**src/rtl/uart_loader_pkg.sv**
```systemverilog
`default_nettype none
// ============================================================================
//  Module      : uart_loader_pkg
//  Description : Definitions shared by the UART loader, the CPU and uart_rx.
//                Contains the FSM state encodings, the 8N1 frame constants
//                and the default baud constants.
//  Revision    : 1.0 - initial release
// ============================================================================
package uart_loader_pkg;

  // Frame FSM of the loader: one state per field of the frame.
  typedef enum logic [2:0] {
    ST_IDLE = 3'd0,
    ST_ADDR = 3'd1,
    ST_LEN  = 3'd2,
    ST_DATA = 3'd3,
    ST_CSUM = 3'd4
  } loader_state_t;

  // Bit-level FSM of the 8N1 receiver.
  typedef enum logic [1:0] {
    RX_IDLE  = 2'd0,
    RX_START = 2'd1,
    RX_DATA  = 2'd2,
    RX_STOP  = 2'd3
  } rx_state_t;

  // 8N1 framing: 8 data bits between one start bit and one stop bit.
  localparam int c_uart_data_bits = 8;

  // 10 MHz clock at 19200 baud.
  localparam int c_default_baud_counts = 521;
  localparam int c_default_baud_bits   = 10;

endpackage
`default_nettype wire

```
**src/rtl/uart_rx.sv**
```systemverilog
`default_nettype none
// ============================================================================
//  Module      : uart_rx
//  Description : 8N1 UART receiver, LSB first, idle-high line. Bits are
//                sampled in the middle of each bit period. A byte is only
//                reported when its stop bit reads high.
//  Ports       : clk_i    - clock
//                reset_i  - asynchronous active-low reset
//                rx_i     - serial line (asynchronous to clk_i)
//                data_o   - last received byte
//                valid_o  - one-cycle strobe, data_o valid in that cycle
//  Revision    : 1.0 - initial release
// ============================================================================
module uart_rx
  import uart_loader_pkg::*;
#(
  parameter int BAUD_COUNTS_PER_BIT        = c_default_baud_counts,
  parameter int BAUD_RATE_COUNTER_BITWIDTH = c_default_baud_bits
) (
  input  logic       clk_i,
  input  logic       reset_i,
  input  logic       rx_i,
  output logic [7:0] data_o,
  output logic       valid_o
);

  localparam logic [BAUD_RATE_COUNTER_BITWIDTH-1:0] c_half =
    BAUD_RATE_COUNTER_BITWIDTH'(BAUD_COUNTS_PER_BIT / 2 - 1);
  localparam logic [BAUD_RATE_COUNTER_BITWIDTH-1:0] c_full =
    BAUD_RATE_COUNTER_BITWIDTH'(BAUD_COUNTS_PER_BIT - 1);
  localparam logic [2:0] c_last_bit = 3'(c_uart_data_bits - 1);

  rx_state_t                             r_state;
  rx_state_t                             w_state_next;
  logic [1:0]                            r_sync;
  logic [BAUD_RATE_COUNTER_BITWIDTH-1:0] r_cnt;
  logic [2:0]                            r_bit_idx;
  logic [7:0]                            r_shift;
  logic [7:0]                            r_data;
  logic                                  r_valid;
  logic                                  w_rx;
  logic                                  w_half_hit;
  logic                                  w_full_hit;

  assign w_rx       = r_sync[1];
  assign w_half_hit = (r_cnt == c_half);
  assign w_full_hit = (r_cnt == c_full);

  always_ff @(posedge clk_i or negedge reset_i) begin
    if (!reset_i) r_state <= RX_IDLE;
    else          r_state <= w_state_next;
  end

  always_comb begin
    w_state_next = r_state;
    case (r_state)
      RX_IDLE:  if (!w_rx) w_state_next = RX_START;
      // A start bit that is high again at mid-bit was a glitch.
      RX_START: if (w_half_hit) w_state_next = w_rx ? RX_IDLE : RX_DATA;
      RX_DATA:  if (w_full_hit && (r_bit_idx == c_last_bit)) w_state_next = RX_STOP;
      RX_STOP:  if (w_full_hit) w_state_next = RX_IDLE;
      default:  w_state_next = RX_IDLE;
    endcase
  end

  always_ff @(posedge clk_i or negedge reset_i) begin
    if (!reset_i) begin
      r_sync    <= 2'b11;
      r_cnt     <= '0;
      r_bit_idx <= '0;
      r_shift   <= '0;
      r_data    <= '0;
      r_valid   <= 1'b0;
    end else begin
      r_sync  <= {r_sync[0], rx_i};
      r_valid <= 1'b0;
      case (r_state)
        RX_START: r_cnt <= w_half_hit ? '0 : r_cnt + 1'b1;
        RX_DATA: begin
          if (w_full_hit) begin
            r_cnt     <= '0;
            r_shift   <= {w_rx, r_shift[7:1]};
            r_bit_idx <= r_bit_idx + 1'b1;
          end else begin
            r_cnt <= r_cnt + 1'b1;
          end
        end
        RX_STOP: begin
          if (w_full_hit) begin
            r_cnt <= '0;
            if (w_rx) begin
              r_data  <= r_shift;
              r_valid <= 1'b1;
            end
          end else begin
            r_cnt <= r_cnt + 1'b1;
          end
        end
        default: begin
          r_cnt     <= '0;
          r_bit_idx <= '0;
        end
      endcase
    end
  end

  assign data_o  = r_data;
  assign valid_o = r_valid;

endmodule
`default_nettype wire

```
**src/rtl/uart_loader.sv**
```systemverilog
`default_nettype none
// ============================================================================
//  Module      : uart_loader
//  Description : Receives a framed image (ADDR, LEN, LEN payload bytes, CSUM)
//                over UART and writes it into memory as DATA_WIDTH-bit words,
//                MSB word first, starting at ADDR and wrapping modulo DEPTH.
//                Checks length, checksum and inter-byte timeout.
//  Ports       : clk_i        - clock
//                reset_i      - asynchronous active-low reset
//                p_programm_i - programming enable, a rising edge starts a frame
//                rx_i         - UART line, 8N1
//                wr_en_o      - one-cycle write strobe per word
//                wr_addr_o    - write address (held between strobes)
//                wr_data_o    - write data (held between strobes)
//                busy_o       - high whenever a frame is in progress
//                done_o       - frame accepted with a good checksum
//                error_o      - sticky frame error
//  Revision    : 1.0 - initial release
// ============================================================================
module uart_loader
  import uart_loader_pkg::*;
#(
  parameter int DATA_WIDTH                 = 4,
  parameter int ADDR_WIDTH                 = 4,
  parameter int BAUD_COUNTS_PER_BIT        = c_default_baud_counts,
  parameter int BAUD_RATE_COUNTER_BITWIDTH = c_default_baud_bits,
  parameter int TIMEOUT_CYCLES             = 65535,
  parameter int TIMEOUT_WIDTH              = 16
) (
  input  logic                  clk_i,
  input  logic                  reset_i,
  input  logic                  p_programm_i,
  input  logic                  rx_i,
  output logic                  wr_en_o,
  output logic [ADDR_WIDTH-1:0] wr_addr_o,
  output logic [DATA_WIDTH-1:0] wr_data_o,
  output logic                  busy_o,
  output logic                  done_o,
  output logic                  error_o
);

  localparam int         c_wpb       = 8 / DATA_WIDTH;
  localparam int         c_depth     = 2 ** ADDR_WIDTH;
  localparam logic [8:0] c_max_len   = 9'(c_depth / c_wpb);
  localparam logic [3:0] c_burst_rem = 4'(c_wpb - 1);
  localparam logic [TIMEOUT_WIDTH-1:0] c_timeout = TIMEOUT_WIDTH'(TIMEOUT_CYCLES);

  loader_state_t           r_state;
  loader_state_t           w_state_next;
  logic                    r_prog_d;
  logic [ADDR_WIDTH-1:0]   r_ptr;
  logic [7:0]              r_len_left;
  logic [7:0]              r_csum;
  logic [7:0]              r_shift;
  logic [3:0]              r_burst_left;
  logic                    r_wr_en;
  logic [ADDR_WIDTH-1:0]   r_wr_addr;
  logic [DATA_WIDTH-1:0]   r_wr_data;
  logic                    r_done;
  logic                    r_error;
  logic [TIMEOUT_WIDTH-1:0] r_timeout;

  logic [7:0] w_rx_data;
  logic       w_rx_valid;
  logic       w_burst_busy;
  logic       w_timeout;
  logic       w_len_bad;
  logic       w_start;
  logic       w_take_byte;
  logic       w_set_done;
  logic       w_set_error;

  uart_rx #(
    .BAUD_COUNTS_PER_BIT       (BAUD_COUNTS_PER_BIT),
    .BAUD_RATE_COUNTER_BITWIDTH(BAUD_RATE_COUNTER_BITWIDTH)
  ) u_rx (
    .clk_i  (clk_i),
    .reset_i(reset_i),
    .rx_i   (rx_i),
    .data_o (w_rx_data),
    .valid_o(w_rx_valid)
  );

  assign w_burst_busy = (r_burst_left != 4'd0);
  assign w_timeout    = (r_timeout == c_timeout);
  assign w_len_bad    = (w_rx_data == 8'd0) || ({1'b0, w_rx_data} > c_max_len);

  always_ff @(posedge clk_i or negedge reset_i) begin
    if (!reset_i) r_state <= ST_IDLE;
    else          r_state <= w_state_next;
  end

  always_comb begin
    w_state_next = r_state;
    w_start      = 1'b0;
    w_take_byte  = 1'b0;
    w_set_done   = 1'b0;
    w_set_error  = 1'b0;
    if (r_state == ST_IDLE) begin
      if (p_programm_i && !r_prog_d) begin
        w_start      = 1'b1;
        w_state_next = ST_ADDR;
      end
    end else if (!p_programm_i) begin
      // Let an ongoing word burst finish before leaving the frame.
      if (!w_burst_busy) begin
        w_set_error  = 1'b1;
        w_state_next = ST_IDLE;
      end
    end else if (w_timeout) begin
      w_set_error  = 1'b1;
      w_state_next = ST_IDLE;
    end else if (w_rx_valid) begin
      w_take_byte = 1'b1;
      case (r_state)
        ST_ADDR: w_state_next = ST_LEN;
        ST_LEN: begin
          if (w_len_bad) begin
            w_set_error  = 1'b1;
            w_state_next = ST_IDLE;
          end else begin
            w_state_next = ST_DATA;
          end
        end
        ST_DATA: if (r_len_left == 8'd1) w_state_next = ST_CSUM;
        ST_CSUM: begin
          w_set_done   = (w_rx_data == r_csum);
          w_set_error  = (w_rx_data != r_csum);
          w_state_next = ST_IDLE;
        end
        default: w_state_next = ST_IDLE;
      endcase
    end
  end

  always_ff @(posedge clk_i or negedge reset_i) begin
    if (!reset_i) begin
      r_prog_d     <= 1'b0;
      r_ptr        <= '0;
      r_len_left   <= '0;
      r_csum       <= '0;
      r_shift      <= '0;
      r_burst_left <= '0;
      r_wr_en      <= 1'b0;
      r_wr_addr    <= '0;
      r_wr_data    <= '0;
      r_done       <= 1'b0;
      r_error      <= 1'b0;
      r_timeout    <= '0;
    end else begin
      r_prog_d <= p_programm_i;
      r_wr_en  <= 1'b0;

      if (w_start) begin
        r_done  <= 1'b0;
        r_error <= 1'b0;
        r_csum  <= '0;
      end
      if (w_set_done)  r_done  <= 1'b1;
      if (w_set_error) r_error <= 1'b1;

      if ((r_state == ST_IDLE) || w_rx_valid) r_timeout <= '0;
      else if (!w_timeout)                    r_timeout <= r_timeout + 1'b1;

      if (w_take_byte) begin
        r_csum <= r_csum + w_rx_data;
        if (r_state == ST_ADDR) r_ptr      <= w_rx_data[ADDR_WIDTH-1:0];
        if (r_state == ST_LEN)  r_len_left <= w_rx_data;
        if (r_state == ST_DATA) r_len_left <= r_len_left - 8'd1;
      end

      // The first word goes out straight from the received byte so that its
      // strobe lands in the cycle right after the byte strobe; the remaining
      // words are shifted out of r_shift on the following cycles.
      if (w_take_byte && (r_state == ST_DATA)) begin
        r_wr_en      <= 1'b1;
        r_wr_addr    <= r_ptr;
        r_wr_data    <= w_rx_data[7 -: DATA_WIDTH];
        r_ptr        <= r_ptr + 1'b1;
        r_shift      <= w_rx_data << DATA_WIDTH;
        r_burst_left <= c_burst_rem;
      end else if (w_burst_busy) begin
        r_wr_en      <= 1'b1;
        r_wr_addr    <= r_ptr;
        r_wr_data    <= r_shift[7 -: DATA_WIDTH];
        r_ptr        <= r_ptr + 1'b1;
        r_shift      <= r_shift << DATA_WIDTH;
        r_burst_left <= r_burst_left - 4'd1;
      end
    end
  end

  assign wr_en_o   = r_wr_en;
  assign wr_addr_o = r_wr_addr;
  assign wr_data_o = r_wr_data;
  assign busy_o    = (r_state != ST_IDLE);
  assign done_o    = r_done;
  assign error_o   = r_error;

endmodule
`default_nettype wire

```
**config.mk**
```make
export PLATFORM = sky130hd
export DESIGN_NAME = uart_loader
export DESIGN_NICKNAME = d
export VERILOG_FILES = /design/src/rtl/uart_loader_pkg.sv /design/src/rtl/uart_rx.sv /design/src/rtl/uart_loader.sv
export SDC_FILE = /design/constraint.sdc
export NUM_CORES = 1
export LEC_CHECK = 0
export CAP_MARGIN = 25
export CELL_PAD_IN_SITES_DETAIL_PLACEMENT = 1
export CELL_PAD_IN_SITES_GLOBAL_PLACEMENT = 2
export CORE_ASPECT_RATIO = 1.4
export CORE_MARGIN = 2
export CORE_UTILIZATION = 40
export CTS_CLUSTER_DIAMETER = 80
export DETAILED_ROUTE_END_ITERATION = 10
export GPL_ROUTABILITY_DRIVEN = 0
export PLACE_DENSITY = 0.76
export SLEW_MARGIN = 0
export SYNTH_ARGS = -nofsm -noshare
export SYNTH_HDL_FRONTEND = slang
export SYNTH_SLANG_ARGS = --single-unit
```
**constraint.sdc**
```tcl
create_clock -name clk_i -period 2.8 [get_ports clk_i]
set_clock_uncertainty 0.15 [all_clocks]
set_input_delay 0.56 -clock clk_i [delete_from_list [all_inputs] [get_ports clk_i]]
set_output_delay 0.56 -clock clk_i [all_outputs]
set_load 0.05 [all_outputs]
```
==> run_results.csv <==
group,metric,value,unit
outcome,outcome,"finished, final reports clean",
critical_path,r2r_slack,0.34,ns
detailed_routing,ant_nets,0,
clocking,path_clk_slew,0.07,ns
global_routing,grt_pass1_wl,19.4,mm
flow_run,maxCapViolations,0,
global_routing,antenna_found_initial,0,
logic_synthesis,synth_area_per_cell,10.2,µm²
floorplanning,die_w,97.1,µm
finish,area_delta_synth_final,13.6,%
min_path,hp-class,"primary input to asynchronous set/reset pin",
logic_synthesis,ys_warn_count,0,
detailed_routing,vias,3598,
sta,finalHoldViolCount,0,
power,vdd_drop_max,355,µV
logic_synthesis,postSynthCellCount,478,
logic_synthesis,synth_nets,500,
critical_path,endpoint_kind,"flip-flop",
finish,multi_input_area,2390,µm²
power,p_leak,0.00254,µW
place,place.port_buffers,15,
sta,setup-tns-final,0,ns
detailed_routing,wire_per_inst,17.7,µm
power,p_sw,948,µW
power,pwr-share-seq,0.462,
power,power_frac_comb,0.166,
detailed_routing,avgViaCountPerCell,5.51,
clocking,numCtsBuffers,9,
sta,grt_setup_unrepaired,"false",
logic_synthesis,yosys_most_used_dff,"dfrtp_1",
finish,layout_common_cells,"dfrtp_1 (91), nand2_1 (54), nor2_1 (49), o21ai_0 (34), nand3_1 (18)",
sta,finalCritPeriodShare,0.879,
logic_synthesis,seq_area_frac_synth,0.480,
power,p_clk_frac,0.372,
clocking,ctsRootBufferMaster,"clkbuf_16",
finish,finalNetCount,523,
finish,antenna_cells,0,
finish,fillers,1324,
finish,register_area,2330,µm²
detailed_routing,drt_iter0_markers,130,
place,place_hpwl,8.18,mm
clocking,cts_sinks,93,
sta,drv_slew,0,
detailed_routing,drc,0,
critical_path,worstPathRequired,2.88,ns
detailed_routing,first_pass_iters,4,
clocking,clk_latency,0.35,ns
clocking,cts_resized,0,
global_routing,top_usage_layer,"met2",
clocking,tritoncts,"done",
power,p_per_area,568,nW/µm²
floorplanning,coreArea,11800,µm²
critical_path,r2r_cells,5,
critical_path,cp_max_fo,8,
logic_synthesis,synth-async-reset-ratio,1.00,
finish,final_common_cell,"dfrtp_1",
global_routing,gr-total-overflow,0,
clocking,postCtsSetupBuffers,0,
floorplanning,dieArea,13100,µm²
sta,max_slew_margin,0.550,
power,swShare,0.302,
power,p_int,2190,µW
global_routing,grt_usage,0.185,
critical_path,crit_type,"flip-flop to flip-flop",
floorplanning,die_h,134,µm
finish,drive_gt1_frac,0.134,
clocking,postCtsHoldBufs,0,
logic_synthesis,netlist_area,4860,µm²
place,dp_slack,0.335,ns
global_routing,met3_usage,0.0323,
critical_path,r2r_end,"u_rx.r_shift[5]$_DFFE_PN0P_",
critical_path,r2r_start,"u_rx.r_cnt[7]$_DFF_PN0_",
clocking,clock_path_buffers,2,
floorplanning,ios,16,
finish,post-route-util,0.467,
critical_path,start_kind,"flip-flop",
sta,worst_slew_pin_slew,0.666,ns
global_routing,grt_pass1_vias,3812,
clocking,htree_levels,3,
sta,min_period,2.46,ns
floorplanning,fp-row-count,47,
floorplanning,start_util,0.411,
sta,setup_viol,0,
global_routing,grt_use_met2,0.326,
critical_path,worstPathArrival,2.54,ns
detailed_routing,wl,11.5,mm
logic_synthesis,synth-edff-count,0,
logic_synthesis,ys_ff_latch,93,
global_routing,grt_util_met1,0.225,
global_routing,grt_max_degree,57,
sta,max_freq,407,MHz
logic_synthesis,synth_cell_type_count,66,
sta,layout_setup_ws,0.340,ns
-- worst max-delay path: stages (launching register included) --
cell,delay (ns)
dfrtp_1,0.41
or4_4,0.53
or3_1,0.59
nor2_8,0.22
nand2_8,0.10
mux2_4,0.33
-- Yosys cell counts (3+ instances only) --
library cell	instances	area share
nor4_1	12	0.015
nor2_1	49	0.038
and3_1	4	0.0051
xor2_1	10	0.018
clkbuf_1	15	0.012
dfrtp_1	91	0.47
inv_1	15	0.012
nor3_1	12	0.012
or3_1	5	0.0064
mux2i_1	11	0.023
xnor2_1	17	0.031
nand2_1	54	0.042
o21ai_0	34	0.035
o22ai_1	3	0.0039
a22o_1	9	0.016
a21oi_1	15	0.015
ha_1	17	0.044
nand4_1	7	0.0090
mux2_4	8	0.025
nand3_1	18	0.019
a31oi_1	5	0.0064
mux2_2	13	0.030
-- layer usage --
| metal | vias to the layer above | routed length (µm) |
|---|---|---|
| met5 | - | 0 |
| met4 | 0 | 229 |
| met3 | 16 | 211 |
| met2 | 30 | 5880 |
| met1 | 1811 | 5220 |
| li1 | 1741 | - |
-- flip-flops by register name, summed over array words and instances (netlist names), 8 cells and up, named ones only --
signal        count
u_rx.r_shift      8
u_rx.data_o       8
r_timeout        16
u_rx.r_cnt       10
r_csum            8
r_len_left        8
-- final cells by class --
cell class / count / area share
flip-flops and latches: 93 / 0.422
clock inverters: 6 / 0.00702
repair buffers: 31 / 0.0512
inverters: 16 / 0.0109
well taps: 147 / 0.0333
multi-input cells: 350 / 0.432
clock buffers: 10 / 0.0433
-- stage by stage --
| step | cell area, µm² | hold slack, ns | power [µW] | cells |
|---|---|---|---|---|
| 6_report | 5520 | 0.0390 | 3140 | 653 |
| 3_5_place_dp | 5240 | 0.210 | 2000 | 637 |
| 3_3_place_gp | 5240 | 0.203 | 1980 | 637 |
| 2_1_floorplan | 4860 | 0.114 | 1800 | 478 |
| 5_1_grt | 5520 | 0.0784 | 3270 | 653 |
| 4_1_cts | 5520 | 0.0527 | 3170 | 653 |
-- how the worst max path moves through the flow --
stage | from | endpoint | slack (ns) | depth (start not counted)
floorplan | u_rx.r_cnt[6]$_DFF_PN0_ | u_rx.r_state[0]$_DFFE_PN0P_ | 0.53 | 5
global placement | u_rx.r_cnt[7]$_DFF_PN0_ | u_rx.r_shift[0]$_DFFE_PN0P_ | 0.37 | 5
detailed placement | u_rx.r_cnt[7]$_DFF_PN0_ | u_rx.r_shift[5]$_DFFE_PN0P_ | 0.34 | 5
CTS | r_state[1]$_DFFE_PN0P_ | busy_o | 0.14 | 3
global route | r_timeout[0]$_DFFE_PN0P_ | r_ptr[3]$_DFFE_PN0P_ | 0.19 | 7
finish | u_rx.r_cnt[7]$_DFF_PN0_ | u_rx.r_shift[5]$_DFFE_PN0P_ | 0.34 | 5
-- cells by family after synthesis --
kind of cell               Yosys count  share of synthesized area
muxes                               33                     0.0798
and+or+nand+nor                    181                      0.187
DFF                                 93                      0.480
buffers and inverters               35                     0.0304
xor gates and xnor gates            27                     0.0487
AOI/OAI and AO/OA                   91                      0.127
adders and majority gates           18                     0.0479
-- power by group through the flow --
| stage | combinational (µW) | clock [µW] | sequential (µW) |
|---|---|---|---|
| after floorplan | 334 | 0 | 1460 |
| after global placement | 511 | 0 | 1470 |
| after detailed placement | 527 | 0 | 1480 |
| after CTS | 528 | 1190 | 1450 |
| after global routing | 572 | 1240 | 1460 |
| final | 521 | 1170 | 1450 |
Note: power is estimated with default switching activity, not from simulation.
